==> src/rtl/p2_link_tx.sv <==
// Player-2 link serial transmitter: frames the synchronized button levels onto one wire on change or keepalive.
// Optional even parity bit after d4 when P2_LINK_PARITY_EN is defined.
module p2_link_tx #(
   parameter int CLKS_PER_BIT   = 10000,
   parameter int GAP_BITS       = 2,
   parameter int KEEPALIVE_BITS = 200
) (
   input  logic       clk,
   input  logic       reset,
   input  logic       enable,
   input  logic [4:0] buttons,
   output logic       tx_out,
   output logic       busy,
   output logic       frame_done,
   output logic [7:0] frames_sent
);
   localparam int CW = (CLKS_PER_BIT > 1) ? $clog2(CLKS_PER_BIT) : 1;
   localparam int GW = $clog2(GAP_BITS + 1);
   localparam int KW = $clog2(KEEPALIVE_BITS + 1);
   localparam logic [CW-1:0] BIT_LAST = CW'(CLKS_PER_BIT - 1);
   localparam logic [GW-1:0] GAP_LAST = GW'(GAP_BITS - 1);
   localparam logic [KW-1:0] KA_FULL  = KW'(KEEPALIVE_BITS);

   typedef enum logic [2:0] {
      IDLE,
      START,
      DATA,
`ifdef P2_LINK_PARITY_EN
      PARITY,
`endif
      STOP,
      GAP
   } state_t;

   state_t        state;
   logic [4:0]    sync1;
   logic [4:0]    btn_s;
   logic [4:0]    last_sent;
   logic [4:0]    shreg;
   logic [2:0]    idx;
   logic [CW-1:0] bit_cnt;
   logic [CW-1:0] ka_pre;
   logic [GW-1:0] gap_cnt;
   logic [KW-1:0] ka_cnt;
`ifdef P2_LINK_PARITY_EN
   logic          par;
`endif
   logic          line;
   logic          bit_tick;
   logic          ka_tick;
   logic          send_now;

   assign bit_tick = (bit_cnt == BIT_LAST);
   assign ka_tick  = (ka_pre == BIT_LAST);
   assign send_now = enable && ((btn_s != last_sent) || (ka_cnt == KA_FULL));

   // Line level for the current state; registered into tx_out one clk later.
   always_comb begin
      line = 1'b1;
      case (state)
         START:  line = 1'b0;
         DATA:   line = shreg[0];
`ifdef P2_LINK_PARITY_EN
         PARITY: line = par;
`endif
         default: line = 1'b1;
      endcase
   end

   always_ff @(posedge clk or posedge reset) begin
      if (reset) begin
         state       <= IDLE;
         sync1       <= '0;
         btn_s       <= '0;
         last_sent   <= '0;
         shreg       <= '0;
         idx         <= '0;
         bit_cnt     <= '0;
         ka_pre      <= '0;
         gap_cnt     <= '0;
         ka_cnt      <= '0;
`ifdef P2_LINK_PARITY_EN
         par         <= 1'b0;
`endif
         tx_out      <= 1'b1;
         busy        <= 1'b0;
         frame_done  <= 1'b0;
         frames_sent <= '0;
      end else begin
         sync1      <= buttons;
         btn_s      <= sync1;
         ka_pre     <= ka_tick ? '0 : ka_pre + CW'(1);
         tx_out     <= line;
         busy       <= (state != IDLE);
         frame_done <= 1'b0;
         bit_cnt    <= (state == IDLE || bit_tick) ? '0 : bit_cnt + CW'(1);

         case (state)
            IDLE: begin
               if (ka_tick && ka_cnt != KA_FULL)
                  ka_cnt <= ka_cnt + KW'(1);
               // A change and a due keepalive collapse into this single decision.
               if (send_now) begin
                  state     <= START;
                  shreg     <= btn_s;
                  last_sent <= btn_s;
                  ka_cnt    <= '0;
`ifdef P2_LINK_PARITY_EN
                  par       <= ^btn_s;
`endif
               end
            end
            START: begin
               if (bit_tick) begin
                  state <= DATA;
                  idx   <= '0;
               end
            end
            DATA: begin
               if (bit_tick) begin
                  shreg <= {1'b0, shreg[4:1]};
                  if (idx == 3'd4)
`ifdef P2_LINK_PARITY_EN
                     state <= PARITY;
`else
                     state <= STOP;
`endif
                  else
                     idx <= idx + 3'd1;
               end
            end
`ifdef P2_LINK_PARITY_EN
            PARITY: begin
               if (bit_tick)
                  state <= STOP;
            end
`endif
            STOP: begin
               if (bit_tick) begin
                  state       <= GAP;
                  gap_cnt     <= '0;
                  frame_done  <= 1'b1;
                  frames_sent <= frames_sent + 8'd1;
               end
            end
            GAP: begin
               if (bit_tick) begin
                  if (gap_cnt == GAP_LAST)
                     state <= IDLE;
                  else
                     gap_cnt <= gap_cnt + GW'(1);
               end
            end
            default: state <= IDLE;
         endcase
      end
   end
endmodule

==> config.mk <==
export PLATFORM = sky130hd
export DESIGN_NAME = p2_link_tx
export DESIGN_NICKNAME = d
export VERILOG_FILES = /design/src/rtl/p2_link_tx.sv
export SDC_FILE = /design/constraint.sdc
export NUM_CORES = 1
export LEC_CHECK = 0
export ABC_CLOCK_PERIOD_IN_PS = 3100
export CAP_MARGIN = 0
export CORE_MARGIN = 5
export CORE_UTILIZATION = 35
export CTS_CLUSTER_SIZE = 25
export DETAILED_ROUTE_END_ITERATION = 12
export MAX_ROUTING_LAYER = met4
export PLACE_DENSITY = 0.55
export SLEW_MARGIN = 20
export SYNTH_ARGS = -nofsm -noshare
export SYNTH_HDL_FRONTEND = slang
export SYNTH_SLANG_ARGS = --single-unit
==> constraint.sdc <==
create_clock -name clk -period 3.1 [get_ports clk]
set_clock_uncertainty 0.05 [all_clocks]
set_input_delay 0.31 -clock clk [delete_from_list [all_inputs] [get_ports clk]]
set_output_delay 0.31 -clock clk [all_outputs]
set_load 0.02 [all_outputs]
After elaboration in Yosys (flattened, before gate mapping)
Index checks and enable logic that the tools add are counted.
{ "totals": {"regBits": 75, "output_inout_bits": 11, "wordCells": 83} }
{ "op_classes": {"addsub": 6, "eq_ne": 20, "n_mux": 26, "reduce_logical": 17} }
{ "op_table": {"columns": ["cell", "count"], "rows": [
  ["3-bit two-way mux", 10],
  ["14-bit by 1-bit adder with 14-bit output (second input constant)", 2],
  ["14-bit equality test (second input constant)", 2],
  ["14-bit two-way mux", 2],
  ["2-bit != test (second input constant)", 9],
  ["8-bit by 1-bit adder with 8-bit output (second input constant)", 2],
  ["8-bit two-way mux", 2],
  ["3-bit one-hot mux with 5 select lines", 1],
  ["5-bit two-way mux", 2],
  ["5-bit one-hot mux with 2 select lines", 1],
  ["8-bit equality test (second input constant)", 1],
  ["8-bit != test (second input constant)", 1],
  ["4-bit AND reduction", 2],
  ["2-bit nonzero test", 4],
  ["7-bit AND reduction", 1],
  ["3-bit by 2-bit equality test with 1-bit output (second input constant)", 2],
  ["3-bit equality test (second input constant)", 2],
  ["2-bit two-way mux", 3],
  ["3-bit one-hot mux with 2 select lines", 1],
  ["2-bit AND reduction", 3],
  ["5-bit != test", 1],
  ["2-bit one-hot mux with 2 select lines", 1],
  ["3-bit by 1-bit adder with 3-bit output (second input constant)", 1],
  ["3-bit by 1-bit equality test with 1-bit output (second input constant)", 1],
  ["other kinds (9)", 12]
]} }

Logic depth before layout (Yosys ltp)
Gate-level depths: netlist of the first run.
{ "logic_depth": {"word_depth": 5, "ltp_mapped": 8, "ltp_nobuf": 7} }

Worst setup path before layout of the first run
Ideal clock, no wire load.
{ "synth_path": {"path_type": "register -> register", "startpoint": "reg bit_cnt[7]", "endpoint": "reg frames_sent[1]", "setup_time_ps": 127, "t_arrival_ps": 1803, "required_time_ps": 2923, "slack_ps": 1119, "path_stages_with_launch": 6, "n_path_buf": 1, "synth_period_minus_slack_ps": 1981, "path_cell_list": "dfrtp_1 or4_1 nor4_2 and2_1 buf_4 mux2_1"} }
{ "synth_via": {"elab_chain_cells": 2} }
{ "synth_rtl": {"columns": ["element", "line", "text"], "rows": [
  ["start: declaration", "41", "logic [CW-1:0] bit_cnt;"],
  ["start signal: assignment", "96", "bit_cnt <= (state == IDLE || bit_tick) ? '0 : bit_cnt + CW'(1);"],
  ["14-bit equality test", "53", "assign bit_tick = (bit_cnt == BIT_LAST);"],
  ["2-bit AND reduction (no line)", null, null],
  ["end signal: assignment", "143", "frames_sent <= frames_sent + 8'd1;"],
  ["end: declaration", "15", "output logic [7:0] frames_sent"]
]} }
Every way passes these cells.
A chain may end at the register's enable or synchronous reset.

Worst setup path in the final report of the first run
Same ends and word-level chain as after synthesis.

==> key figures, run 1 <==
Run status
  • Status: complete, no violations

Detailed routing
  • Drc violations: 0
  • Count of TritonRoute iterations in the first routing pass: 4
  • Vias: 2,296
  • Number of vias per cell after detailed routing: 4.79
  • Routed wire length per instance: 12.2 um
  • Number of antenna-violating nets in the routed design: 0
  • Final routed wirelength across all metal layers: 5840 um
  • DRC violation total after the first TritonRoute iteration: 95

Synth
  • Most common cell in the synthesized netlist: sky130_fd_sc_hd__dfrtp_1
  • Synth area leader: sky130_fd_sc_hd__dfrtp_1
  • Cell Area, Synth: 3390 um2
  • Top cells by count, synth: sky130_fd_sc_hd__dfrtp_1, sky130_fd_sc_hd__nor2_1, sky130_fd_sc_hd__nand2_1
  • Number of synthesized register bits: 75
  • Synth unique cells: 43
  • Sequential element share of the synthesized area: 55.5%
  • Primary flip-flop cell chosen by synthesis mapping: sky130_fd_sc_hd__dfrtp_1
  • Largest cells by area after synthesis: sky130_fd_sc_hd__dfrtp_1, sky130_fd_sc_hd__xnor2_1, sky130_fd_sc_hd__xor2_1
  • Synthesized net count: 337
  • Post-synthesis async set-or-reset flop share: 100%
  • Number of synthesized flops with an enable pin: 0
  • Count of mapped cells out of synthesis: 321
  • Number of warning messages in the yosys log: 0
  • Synthesized area divided by synthesized cell count: 10.5 um2
  • Yosys top cell area share: 54.7%

Clocking
  • H-tree levels: 3
  • Clk Latency, worst-skew pair: 0.34 ns
  • TritonCTS clock tree: yes
  • Num CTS Buffers: 9
  • Hold-fix buffer count after cts: 0
  • Count of clock tree sinks: 75
  • Count of buffers added by post-CTS timing repair for setup: 0
  • Max Buffers Root-to-Sink: 2
  • Clock transition at the register clock pins on the worst setup and hold paths after CTS: 0.07 ns
  • CTS Root Buffer Type: sky130_fd_sc_hd__clkbuf_8
  • Post-CTS sizing: 0

Critical path
  • Worst EP arrival: 2.44 ns
  • Critical path's top delay family: simple AND/OR/NAND/NOR gates
  • Cell with the largest stage delay on the worst path: sky130_fd_sc_hd__or4_1
  • Data required time at the worst endpoint: 3.27 ns
  • Kind of start point of the critical path: flip-flop
  • Worst setup EP type: flip-flop
  • Top fanout value on the critical path: 12
  • Cell chain of the critical path: or4_1 -> nor4_2 -> buf_4 -> and2_1 -> mux2_1
  • Number of buffers and inverters on the critical path: 1
  • Critical Setup Path Class: flip-flop to flip-flop
  • Slowest stage delay, CP: 0.54 ns

Global route
  • Gr ovfl total: 0
  • Initial antenna violation count: 0
  • Maximum number of pins on one net before global-route repair: 76
  • Overall global routing resource usage: 11.9%
  • Global-route wire length before repair: 10,700 um
  • Number of global-route vias before repair: 2,356

Die
  • Die extent in y: 108 um
  • Die outline area: 11,700 um2
  • Core area: 9330 um2
  • FP Rows: 35
  • X dimension of the die: 108 um
  • Number of top-level design ports: 19
  • Initial cell density of the core: 36.3%

Layout
  • Total number of nets in the final design: 362
  • Area growth from synthesis to final layout: 15.8%
  • Area occupied by registers: 1880 um2
  • Total of fill cells in the finished design: 912
  • Total area of multi-input combinational cells: 1410 um2
  • Diodes inserted: 0
  • Non-Filler Cell Area, Final: 3920 um2
  • Share of cells above drive strength 1: 8.86%
  • Layout Cells excl Fill: 479

Power
  • Switching power: 0.000524 W
  • Fraction of power spent switching nets: 25.4%
  • Clk pwr share: 35.5%
  • P_leak: 1.68 nW
  • Cell-internal power: 0.00154 W
  • Cell area power density: 527 nW/um2
  • Combinational share of power: 9.2%
  • Peak supply drop: 0.262 mV
  • Portion of total power attributed to sequential cells: 55.3%
  • Overall power: 0.00207 W

Placed design
  • Detailed Place HPWL: 4060 um
  • Placer Congestion: 0.777
  • Placed cell count: 464
  • Placement Cell Area: 3730 um2
  • Number of buffers added on ports: 18

Timing
  • Worst Max-Slew Pin Slew: 0.537 ns
  • Max Freq: 0.441 GHz
  • Setup TNS after final layout: 0 ns
  • Post-layout minimum cycle time: 2.27 ns
  • Final setup fails: 0
  • RSZ-0062 raised after global routing: no
  • Final count of pins violating max slew: 0
  • Final worst hold slack: 0.301 ns
  • Share of the clock period used by the worst path after layout: 73.2%
  • Max_slew headroom: 64.0%
  • Number of hold violations in the final report: 0

Min path
  • HP Class: flip-flop to flip-flop

Flow run
  • Reported max-cap violation count: 0
[cell usage in the layout, fill, tap and decap left out, types with 7 or more instances in the layout]
master / instances
sky130_fd_sc_hd__nand2_1: 32
sky130_fd_sc_hd__xor2_1: 19
sky130_fd_sc_hd__nor2_1: 39
sky130_fd_sc_hd__nor3_1: 9
sky130_fd_sc_hd__nand3_1: 21
sky130_fd_sc_hd__clkdlybuf4s50_1: 18
sky130_fd_sc_hd__inv_1: 17
sky130_fd_sc_hd__clkbuf_8: 10
sky130_fd_sc_hd__a21oi_1: 7
sky130_fd_sc_hd__xnor2_1: 22
sky130_fd_sc_hd__dfrtp_1: 74
sky130_fd_sc_hd__nand4_1: 8
sky130_fd_sc_hd__ha_1: 8
[power by group through the flow]
stage	clock network [W]	registers [W]	logic, W
2_1_floorplan	0	0.00114	0.000154
3_3_place_gp	0	0.00115	0.000192
3_5_place_dp	0	0.00116	0.000194
4_1_cts	0.000766	0.00114	0.000196
5_1_grt	0.000816	0.00115	0.000225
6_report	0.000733	0.00114	0.000191
[state kept, by name (all words and copies together), names as in the netlist]
register and cells:
state 3, last_sent 5, busy 1, bit_cnt 14, sync1 5, gap_cnt 2, frame_done 1, ka_pre 14
btn_s 5, ka_cnt 8, frames_sent 8, idx 3, tx_out 1, shreg 5
[stage by stage]
stage | setup slack, ns | util [%]
after floorplan | 0.832 | -
after global placement | 0.845 | 40.0
after detailed placement | 0.810 | 40.0
after CTS | 0.811 | 42.0
after global routing | 0.713 | 42.0
final | 0.832 | 42.0
[path summary, 6_finish.rpt]
kind	from	end	slack [ns]	cells after the start
max	bit_cnt[7]	frames_sent[1]	0.83	5
min	sync1[1]	btn_s[1]	0.30	0
max reg2reg	bit_cnt[7]	frames_sent[1]	0.83	5
min reg2reg	sync1[1]	btn_s[1]	0.30	0
max in group asynchronous	reset	tx_out	2.35	3
min in group asynchronous	reset	ka_pre[7]	0.33	3
[final cells by class]
cell class	count	area share [%]
Timing Repair Buffer	21	5.49
Clock buffer	11	3.61
Sequential cell	75	47.9
Clock inverter	4	1.31
Tap cell	129	4.12
Inverter	18	1.72
Multi-Input combinational cell	221	35.9
[layer usage]
| layer | global-route usage (%) | up-vias | part of all wire (%) |
|---|---|---|---|
| li1 | - | 1137 | - |
| met1 | 14.6 | 1119 | 49 |
| met2 | 18.6 | 34 | 46 |
| met3 | 3.94 | 6 | 3.9 |
| met4 | 3.79 | 0 | 1.3 |
| met5 | - | - | 0 |
[cells by family after synthesis]
| kind of cell | synth area share (%) |
|---|---|
| and+or+nand+nor | 20.0 |
| DFF | 55.5 |
| xor gates and xnor gates | 10.6 |
| AOI/OAI and AO/OA | 5.43 |
| buffers and inverters | 2.99 |
| muxes | 2.59 |
| adders and majority gates | 2.96 |
Power figures use the tool's default switching activity.
==> run 2, diff against run 1 <==
Settings changed: ABC_CLOCK_PERIOD_IN_PS 3100 to 1900, PLACE_DENSITY 0.55 to 0.57.
Clock period 3.1 ns to 1.9 ns, I/O delays scaled along.
==> run 2 against run 1 <==
Net effect: the run now ends with negative setup slack left; setup slack got worse by 0.90 ns; final cell count grew 9.0%; sequential power is 60% higher; flip-flop and latch count did not move; critical path depth down 1; utilization up 4.5 points; power rose by 63%; global-route usage grew 0.32 points; via count grew 6.8%; hold slack got worse by 0.067 ns; combinational power grew to 2.6 times the previous value; clock power grew 43%; critical endpoint unchanged; largest cell class unchanged; largest power group unchanged.
==> key figures, run 2 (synthesis gave the netlist of run 1 again) <==
Layout
  • Utilization after layout: 46.6%
  • Area growth from synthesis to final layout: 28.3%
  • Diodes inserted: 0
  • Area occupied by registers: 1880 um2
  • Largest registers: bit_cnt x14, ka_pre x14
  • Total of fill cells in the finished design: 863
  • Total number of nets in the final design: 404
  • Commonest cells after routing, fill and taps aside: sky130_fd_sc_hd__dfrtp_1, sky130_fd_sc_hd__buf_4, sky130_fd_sc_hd__nor2_1
  • Share of cells above drive strength 1: 23.4%
  • Total area of multi-input combinational cells: 1540 um2
  • Layout Cells excl Fill: 522
  • Non-Filler Cell Area, Final: 4340 um2
  • Leading cell type in the layout, fill and taps excluded: sky130_fd_sc_hd__dfrtp_1

Global route
  • Overall global routing resource usage: 12.2%
  • Initial antenna violation count: 0
  • Maximum number of pins on one net before global-route repair: 76
  • Number of global-route vias before repair: 2,454
  • Gr ovfl total: 0
  • Global-route wire length before repair: 11,000 um

Run status
  • Status: finished with violations
  • Violated checks: negative setup slack

Detailed routing
  • Routed wire length per instance: 12.1 um
  • Number of antenna-violating nets in the routed design: 0
  • Final routed wirelength across all metal layers: 6330 um
  • DRC violation total after the first TritonRoute iteration: 65
  • Number of vias per cell after detailed routing: 4.70
  • Drc violations: 0
  • Count of TritonRoute iterations in the first routing pass: 4
  • Vias: 2,451

Die
  • Die outline area: 11,700 um2
  • FP Rows: 35
  • Initial cell density of the core: 36.3%
  • X dimension of the die: 108 um
  • Die extent in y: 108 um
  • Core area: 9330 um2
  • Number of top-level design ports: 19

Power
  • Peak supply drop: 0.363 mV
  • P_leak: 1.92 nW
  • Cell area power density: 776 nW/um2

Clocking
  • Clock transition at the register clock pins on the worst setup and hold paths after CTS: 0.08 ns
  • CTS Root Buffer Type: sky130_fd_sc_hd__clkbuf_8
  • Count of clock tree sinks: 75
  • H-tree levels: 3
  • Num CTS Buffers: 9
  • Clk Latency, worst-skew pair: 0.34 ns
  • Hold-fix buffer count after cts: 0
  • Max Buffers Root-to-Sink: 2
  • TritonCTS clock tree: yes

Critical path
  • Top fanout value on the critical path: 9
  • Kind of start point of the critical path: flip-flop
  • Data required time at the worst endpoint: 2.08 ns
  • Worst EP arrival: 2.15 ns
  • Worst setup EP type: flip-flop
  • Critical Setup Path Class: flip-flop to flip-flop

Min path
  • HP Class: input port to flip-flop

Timing
  • Share of the clock period used by the worst path after layout: 104%
  • Final worst hold slack: 0.234 ns
  • Max Freq: 0.508 GHz
  • Final setup fails: 14
  • Number of hold violations in the final report: 0
  • RSZ-0062 raised after global routing: yes
  • Worst Max-Slew Pin Slew: 0.509 ns
  • Post-layout minimum cycle time: 1.97 ns
  • Final count of pins violating max slew: 0
  • Max_slew headroom: 65.8%
  • Final worst-path setup slack: -0.0692 ns

Placed design
  • Number of buffers added on ports: 18
  • Placement Cell Area: 3980 um2
  • Placer Congestion: 0.737
  • Detailed Place HPWL: 4220 um
  • Placed cell count: 496

Flow run
  • Reported max-cap violation count: 0
run 2: layer usage:
metal | vias up | track usage [%] | wire (um)
met2 | 33 | 19.0 | 3010
li1 | 1221 | - | -
met3 | 8 | 3.64 | 200
met4 | 0 | 4.33 | 69
met1 | 1189 | 15.1 | 3060
met5 | - | - | 0
run 2: cell type report:
class,instances,area share (%)
timing repair buffer,62,12.1
inverter,18,1.64
sequential,75,43.2
clock buffer,9,2.85
clock inverter,7,1.04
multi-input combinational,222,35.5
tap,129,3.72
run 2: path summary, 6_finish.rpt:
path,start,endpoint,slack [ns],cells past startpoint
max reg2reg,bit_cnt[7],frames_sent[1],-0.07,4
max,bit_cnt[7],frames_sent[1],-0.07,4
max in group asynchronous,reset,tx_out,1.22,3
min,buttons[0],sync1[0],0.23,1
min in group asynchronous,reset,ka_pre[9],0.25,3
min reg2reg,sync1[1],btn_s[1],0.30,0
run 2: timing repair:
action | in CTS | in global routing
pin swaps | 3 | 12
setup buffers | 1 | 8
setup endpoints to repair | 24 | 46
gates cloned | 0 | 2
resized for setup | 4 | 21
run 2: where the power goes:
part | internal (W) | switching [W]
Combinational | 0.000257 | 0.000241
Clock | 0.000468 | 0.000581
Sequential | 0.00173 | 0.0000956
Total | 0.00245 | 0.000917
run 2: per-stage QoR:
step | power (W) | worst slack, ns | TNS [ns]
4_1_cts | 0.00339 | -0.0452 | -0.149
5_1_grt | 0.00360 | -0.149 | -3.30
6_report | 0.00337 | -0.0692 | -0.388
2_1_floorplan | 0.00211 | -0.0167 | -0.0167
3_5_place_dp | 0.00231 | -0.0381 | -0.369
3_3_place_gp | 0.00230 | -0.0157 | -0.0157
run 2: worst max-delay path, cell delays in order, from the launching register on:
cell and delay [ns]:
sky130_fd_sc_hd__dfrtp_1 0.38, sky130_fd_sc_hd__or4_4 0.55, sky130_fd_sc_hd__nor4_4 0.33, sky130_fd_sc_hd__and2_4 0.26, sky130_fd_sc_hd__mux2_4 0.30
